### src/rtl/rom_req_arbiter_if.sv
// Requester and ROM-side signals of the shared ROM read arbiter.
// The master modport is the environment side; the arbiter uses the slave modport.
interface rom_req_arbiter_if #(
  parameter int NumReq = 2,
  parameter int Width  = 32,
  parameter int Aw     = 11
);
  logic [NumReq-1:0]    req_i;
  logic [NumReq*Aw-1:0] addr_i;
  logic [NumReq-1:0]    gnt_o;
  logic [NumReq-1:0]    rvalid_o;
  logic [Width-1:0]     rdata_o;
  logic                 rom_cs_o;
  logic [Aw-1:0]        rom_addr_o;
  logic [Width-1:0]     rom_dout_i;
  logic                 rom_dvalid_i;
  logic                 err_o;

  modport master (
    output req_i, addr_i, rom_dout_i, rom_dvalid_i,
    input  gnt_o, rvalid_o, rdata_o, rom_cs_o, rom_addr_o, err_o
  );

  modport slave (
    input  req_i, addr_i, rom_dout_i, rom_dvalid_i,
    output gnt_o, rvalid_o, rdata_o, rom_cs_o, rom_addr_o, err_o
  );
endinterface

### src/rtl/rom_req_arbiter.sv
// Round-robin sharing of one single-port ROM (fixed 1-cycle latency) between
// NumReq requesters, with response routing and a sticky dvalid protocol check.
module rom_req_arbiter #(
  parameter int NumReq = 2,
  parameter int Width  = 32,
  parameter int Depth  = 2048,
  parameter int Aw     = $clog2(Depth)
) (
  input logic              clk_i,
  input logic              rst_i,
  rom_req_arbiter_if.slave bus
);
  localparam int Pw = (NumReq > 1) ? $clog2(NumReq) : 1;

  logic [Pw-1:0]     rr_ptr;
  logic [Pw-1:0]     resp_id;
  logic [Pw-1:0]     gnt_idx;
  logic [Pw-1:0]     nxt_ptr;
  logic              any_gnt;
  logic              outstanding;
  logic              err_q;
  logic [NumReq-1:0] gnt;
  logic [NumReq-1:0] rvalid;
  logic [Aw-1:0]     addr_arr [NumReq];

  for (genvar k = 0; k < NumReq; k++) begin : g_addr
    assign addr_arr[k] = bus.addr_i[k*Aw +: Aw];
  end

  // First requester at or after rr_ptr wins; reset masks the grant entirely.
  always_comb begin
    int cand;
    cand    = 0;
    gnt     = '0;
    gnt_idx = '0;
    nxt_ptr = rr_ptr;
    any_gnt = 1'b0;
    for (int i = 0; i < NumReq; i++) begin
      cand = (int'(rr_ptr) + i) % NumReq;
      if (!any_gnt && bus.req_i[Pw'(cand)]) begin
        any_gnt = 1'b1;
        gnt_idx = Pw'(cand);
        nxt_ptr = Pw'((cand + 1) % NumReq);
      end
    end
    if (rst_i) any_gnt = 1'b0;
    if (any_gnt) gnt[gnt_idx] = 1'b1;
  end

  always_comb begin
    rvalid = '0;
    if (outstanding && !rst_i) rvalid[resp_id] = 1'b1;
  end

  always_ff @(posedge clk_i) begin
    if (rst_i) begin
      rr_ptr      <= '0;
      resp_id     <= '0;
      outstanding <= 1'b0;
      err_q       <= 1'b0;
    end else begin
      outstanding <= any_gnt;
      if (any_gnt) begin
        resp_id <= gnt_idx;
        rr_ptr  <= nxt_ptr;
      end
      // dvalid must track the outstanding read exactly, in both directions.
      if (bus.rom_dvalid_i != outstanding) err_q <= 1'b1;
    end
  end

  assign bus.gnt_o      = gnt;
  assign bus.rom_cs_o   = any_gnt;
  assign bus.rom_addr_o = any_gnt ? addr_arr[gnt_idx] : '0;
  assign bus.rvalid_o   = rvalid;
  assign bus.rdata_o    = bus.rom_dout_i;
  assign bus.err_o      = err_q;
endmodule

### src/flat_wrapper.sv
// flat-port wrapper written by rule: the top's interface ports become plain ports
module rom_req_arbiter_flat 
#(
  parameter int NumReq = 2,
  parameter int Width  = 32,
  parameter int Depth  = 2048,
  parameter int Aw     = $clog2(Depth)
)
  (clk_i, rst_i, bus_req_i, bus_addr_i, bus_rom_dout_i, bus_rom_dvalid_i, bus_gnt_o, bus_rvalid_o, bus_rdata_o, bus_rom_cs_o, bus_rom_addr_o, bus_err_o);
  rom_req_arbiter_if #(.NumReq(NumReq), .Width(Width), .Aw(Aw)) bus_i ();
  input logic clk_i;
  input logic rst_i;
  input wire logic [$bits(bus_i.req_i)-1:0] bus_req_i;
  input wire logic [$bits(bus_i.addr_i)-1:0] bus_addr_i;
  input wire logic [$bits(bus_i.rom_dout_i)-1:0] bus_rom_dout_i;
  input wire logic [$bits(bus_i.rom_dvalid_i)-1:0] bus_rom_dvalid_i;
  output wire logic [$bits(bus_i.gnt_o)-1:0] bus_gnt_o;
  output wire logic [$bits(bus_i.rvalid_o)-1:0] bus_rvalid_o;
  output wire logic [$bits(bus_i.rdata_o)-1:0] bus_rdata_o;
  output wire logic [$bits(bus_i.rom_cs_o)-1:0] bus_rom_cs_o;
  output wire logic [$bits(bus_i.rom_addr_o)-1:0] bus_rom_addr_o;
  output wire logic [$bits(bus_i.err_o)-1:0] bus_err_o;
  assign bus_i.req_i = bus_req_i;
  assign bus_i.addr_i = bus_addr_i;
  assign bus_i.rom_dout_i = bus_rom_dout_i;
  assign bus_i.rom_dvalid_i = bus_rom_dvalid_i;
  assign bus_gnt_o = bus_i.gnt_o;
  assign bus_rvalid_o = bus_i.rvalid_o;
  assign bus_rdata_o = bus_i.rdata_o;
  assign bus_rom_cs_o = bus_i.rom_cs_o;
  assign bus_rom_addr_o = bus_i.rom_addr_o;
  assign bus_err_o = bus_i.err_o;
  rom_req_arbiter #(.NumReq(NumReq), .Width(Width), .Depth(Depth), .Aw(Aw)) u_core (.clk_i(clk_i), .rst_i(rst_i), .bus(bus_i));
endmodule
### config.mk
export PLATFORM = sky130hd
export DESIGN_NAME = rom_req_arbiter_flat
export DESIGN_NICKNAME = d
export VERILOG_FILES = /design/src/rtl/rom_req_arbiter_if.sv /design/src/rtl/rom_req_arbiter.sv /design/src/flat_wrapper.sv
export SDC_FILE = /design/constraint.sdc
export NUM_CORES = 1
export LEC_CHECK = 0
export CORE_MARGIN = 2
export CORE_UTILIZATION = 27
export CTS_CLUSTER_SIZE = 10
export DETAILED_ROUTE_END_ITERATION = 10
export DONT_BUFFER_PORTS = 1
export GPL_TIMING_DRIVEN = 1
export PLACE_DENSITY_LB_ADDON = 0.12
export SYNTH_ARGS = -nofsm -noshare
export SYNTH_HDL_FRONTEND = slang
export SYNTH_SLANG_ARGS = --single-unit
### constraint.sdc
create_clock -name clk_i -period 1.2 [get_ports clk_i]
set_clock_uncertainty 0.2 [all_clocks]
set_input_delay 0.12 -clock clk_i [delete_from_list [all_inputs] [get_ports clk_i]]
set_output_delay 0.12 -clock clk_i [all_outputs]
set_load 0.02 [all_outputs]
==> run metrics <==
status complete, but fails checks; failing checks negative setup slack; most area-hungry cell type in the Yosys netlist buf_4; initial drt markers 1; Worst Hold Class in -> out; fmax 701 MHz; vias per std cell 4.61; # DRC 0; # IOs 108; placed cells 78; DRT Wirelength 1.26 mm; Max-Slew Margin vs Limit 83.5%; worst skew pair latency approximately 0.24 ns; total global-route track usage 8.56%; CTS tree done; unrepaired setup endpoints after global routing yes; final worst slack -0.226 ns; Final Cycle Share 119%; maxcap violations 0; placed inst area 462 sq um; critical path fanouts, max 8; initial core utilization around 28%; root buf cell clkbuf_4; CP endpoint kind output port; IO buf count 0; Pwr Density 957 nW/um^2; First-pass DRT Iterations 3; Max clock buf depth 2; Detail Placement HPWL around 950 um; WP data required 0.88 ns; Slew Limit Fails 0; die width 51.4 um; die area ~2600 sq um; Post-Synthesis Cells 75; diodes inserted 0; worst-margin pin slew 0.247 ns; share of the yosys chip area belonging to registers between 10% and 20%; Hold Startpoint bus_rom_dout_i[0]; Core ar. 2170 sq um; most frequent cell after synthesis buf_4; Synth area leaders buf_4 40%, mux2i_1 20%, dfxtp_1 13%; Main synth FF type dfxtp_1; synth cell count leaders 32 x buf_4, 14 x nor2_1, 12 x mux2i_1, 4 x dfxtp_1; count of final hold-check violations 0; Worst VDD drop 0.380 mV; Yosys reg bits 4; Fin Setup TNS -2.17 ns; vias 401; cts bufs inserted 3; WS Path Type reg -> out; total gr overflow 0; CTS HTree Levels 1; row count 17; fin crit period 1.43 ns; clk slew on worst S/H paths ~0.040 ns; GP Congestion around 0.56; Final Power 528 uW; syn_area_per_cell around 8.1 sq um; wire per inst 14.4 um; vias in the first global route 340; largest net degree at the start of global routing 15; Num Clock Sinks 4; Nets 120; LEAKAGE 0.000247 uW; layout cell share with drive strength beyond 1 47.5%; Syn Std Cell Area 607 sq um; Final setup viols 13; FFs w/ async S/R, synth 0%; Die H 51.4 um; area share of the largest cell type after synthesis around two fifths; initial antenna violation count 0; first-pass GRT wire length between 1.5 and 2 mm; YS warnings 0; Syn Nets approximately 130; Final Util 25.4%; Worst setup startpoint u_core.rr_ptr; CP Data Arrival Time roughly 1.1 ns; EDFF count, synth 0; Layout area overhead -9.07%; reg-to-reg critical path startpoint u_core.rr_ptr; unique cell type count in the Yosys netlist 14; final std cells w/o fill 87; startpoint types register; number of routed nets with antenna violations 0; final instance area 552 sq um
layout make-up:
| class | count | area, sq um |
|---|---|---|
| fillers | 247 | 1620 |
| multi-input cells | 33 | 254 |
| repair buffers | 16 | 146 |
| flip-flops and latches | 4 | 82.6 |
| well taps | 28 | 35.0 |
| clock buffers | 3 | 22.5 |
| inverters | 3 | 11.3 |
worst paths after layout:
path / to / slack [ns] / cells past startpoint
worst max-delay path: bus_rom_addr_o[6] / -0.23 / 4
worst min-delay path: bus_rdata_o[0] / 0.04 / 0
worst max register to register: u_core.rr_ptr / 0.09 / 4
worst min register to register: u_core.resp_id / 0.34 / 2
routing by layer:
metal	global-route usage, %	share of wire (%)
met3	7.02	19
met5	0	0
met1	6.88	31
met2	14.1	48
met4	5.26	1.0
critical path, stage by stage (launching register included):
cell and delay (ns):
dfxtp_2 0.35, buf_12 0.13, mux2i_1 0.17, nor2_1 0.05
buf_4 0.16
cells in the final DEF, fill, tap and decap left out:
master / count
mux2i_1: 12
inv_2: 1
buf_6: 1
inv_1: 2
nor3b_2: 1
nor2_2: 6
nand2b_4: 1
dfxtp_1: 2
and3b_2: 1
dfxtp_2: 2
dlygate4sd3_1: 4
buf_4: 10
clkbuf_4: 3
nor2_1: 8
buf_12: 1
xnor2_1: 2
a21oi_1: 1
and2_2: 1
through the flow:
| stage | hold WS (ns) | setup WS (ns) |
|---|---|---|
| 6_report | 0.0400 | -0.226 |
| 3_5_place_dp | -0.00146 | -0.0190 |
| 3_3_place_gp | -0.00847 | -0.0159 |
| 4_1_cts | 0.0401 | -0.242 |
| 5_1_grt | 0.0400 | -0.289 |
| 2_1_floorplan | -0.0109 | 0.0135 |
state kept, by name, indices dropped and copies added, names as in the netlist:
signal	count
u_core.resp_id	1
u_core.rr_ptr	1
u_core.bus.err_o	1
u_core.outstanding	1
power by group:
part           internal (uW)  leakage [uW]  switching, uW
registers                145     0.0000338           12.1
logic                    100      0.000199            102
clock network            112     0.0000138           56.5
total                    358      0.000247            170
what timing repair did:
item	4_1_cts	5_1_grt
gates cloned	0	0
setup endpoints to repair	14	15
hold endpoints to repair	4	0
resized for setup	5	0
buffers inserted	2	0
pin swaps	1	1
hold buffers	4	0
logic make-up (layout without fill, tap and decap cells):
family                 Yosys count  count (layout)  share of synthesized area [%]
AND/OR/NAND/NOR                 18              18                           14.8
flip-flops                       4               4                           13.2
multiplexers                    12              12                           19.8
buffers and inverters           38              22                           48.5
XOR/XNOR                         2               2                           2.89
AO/OA/AOI/OAI                    1               1                          0.824
Note: power is estimated with default switching activity, not from simulation.
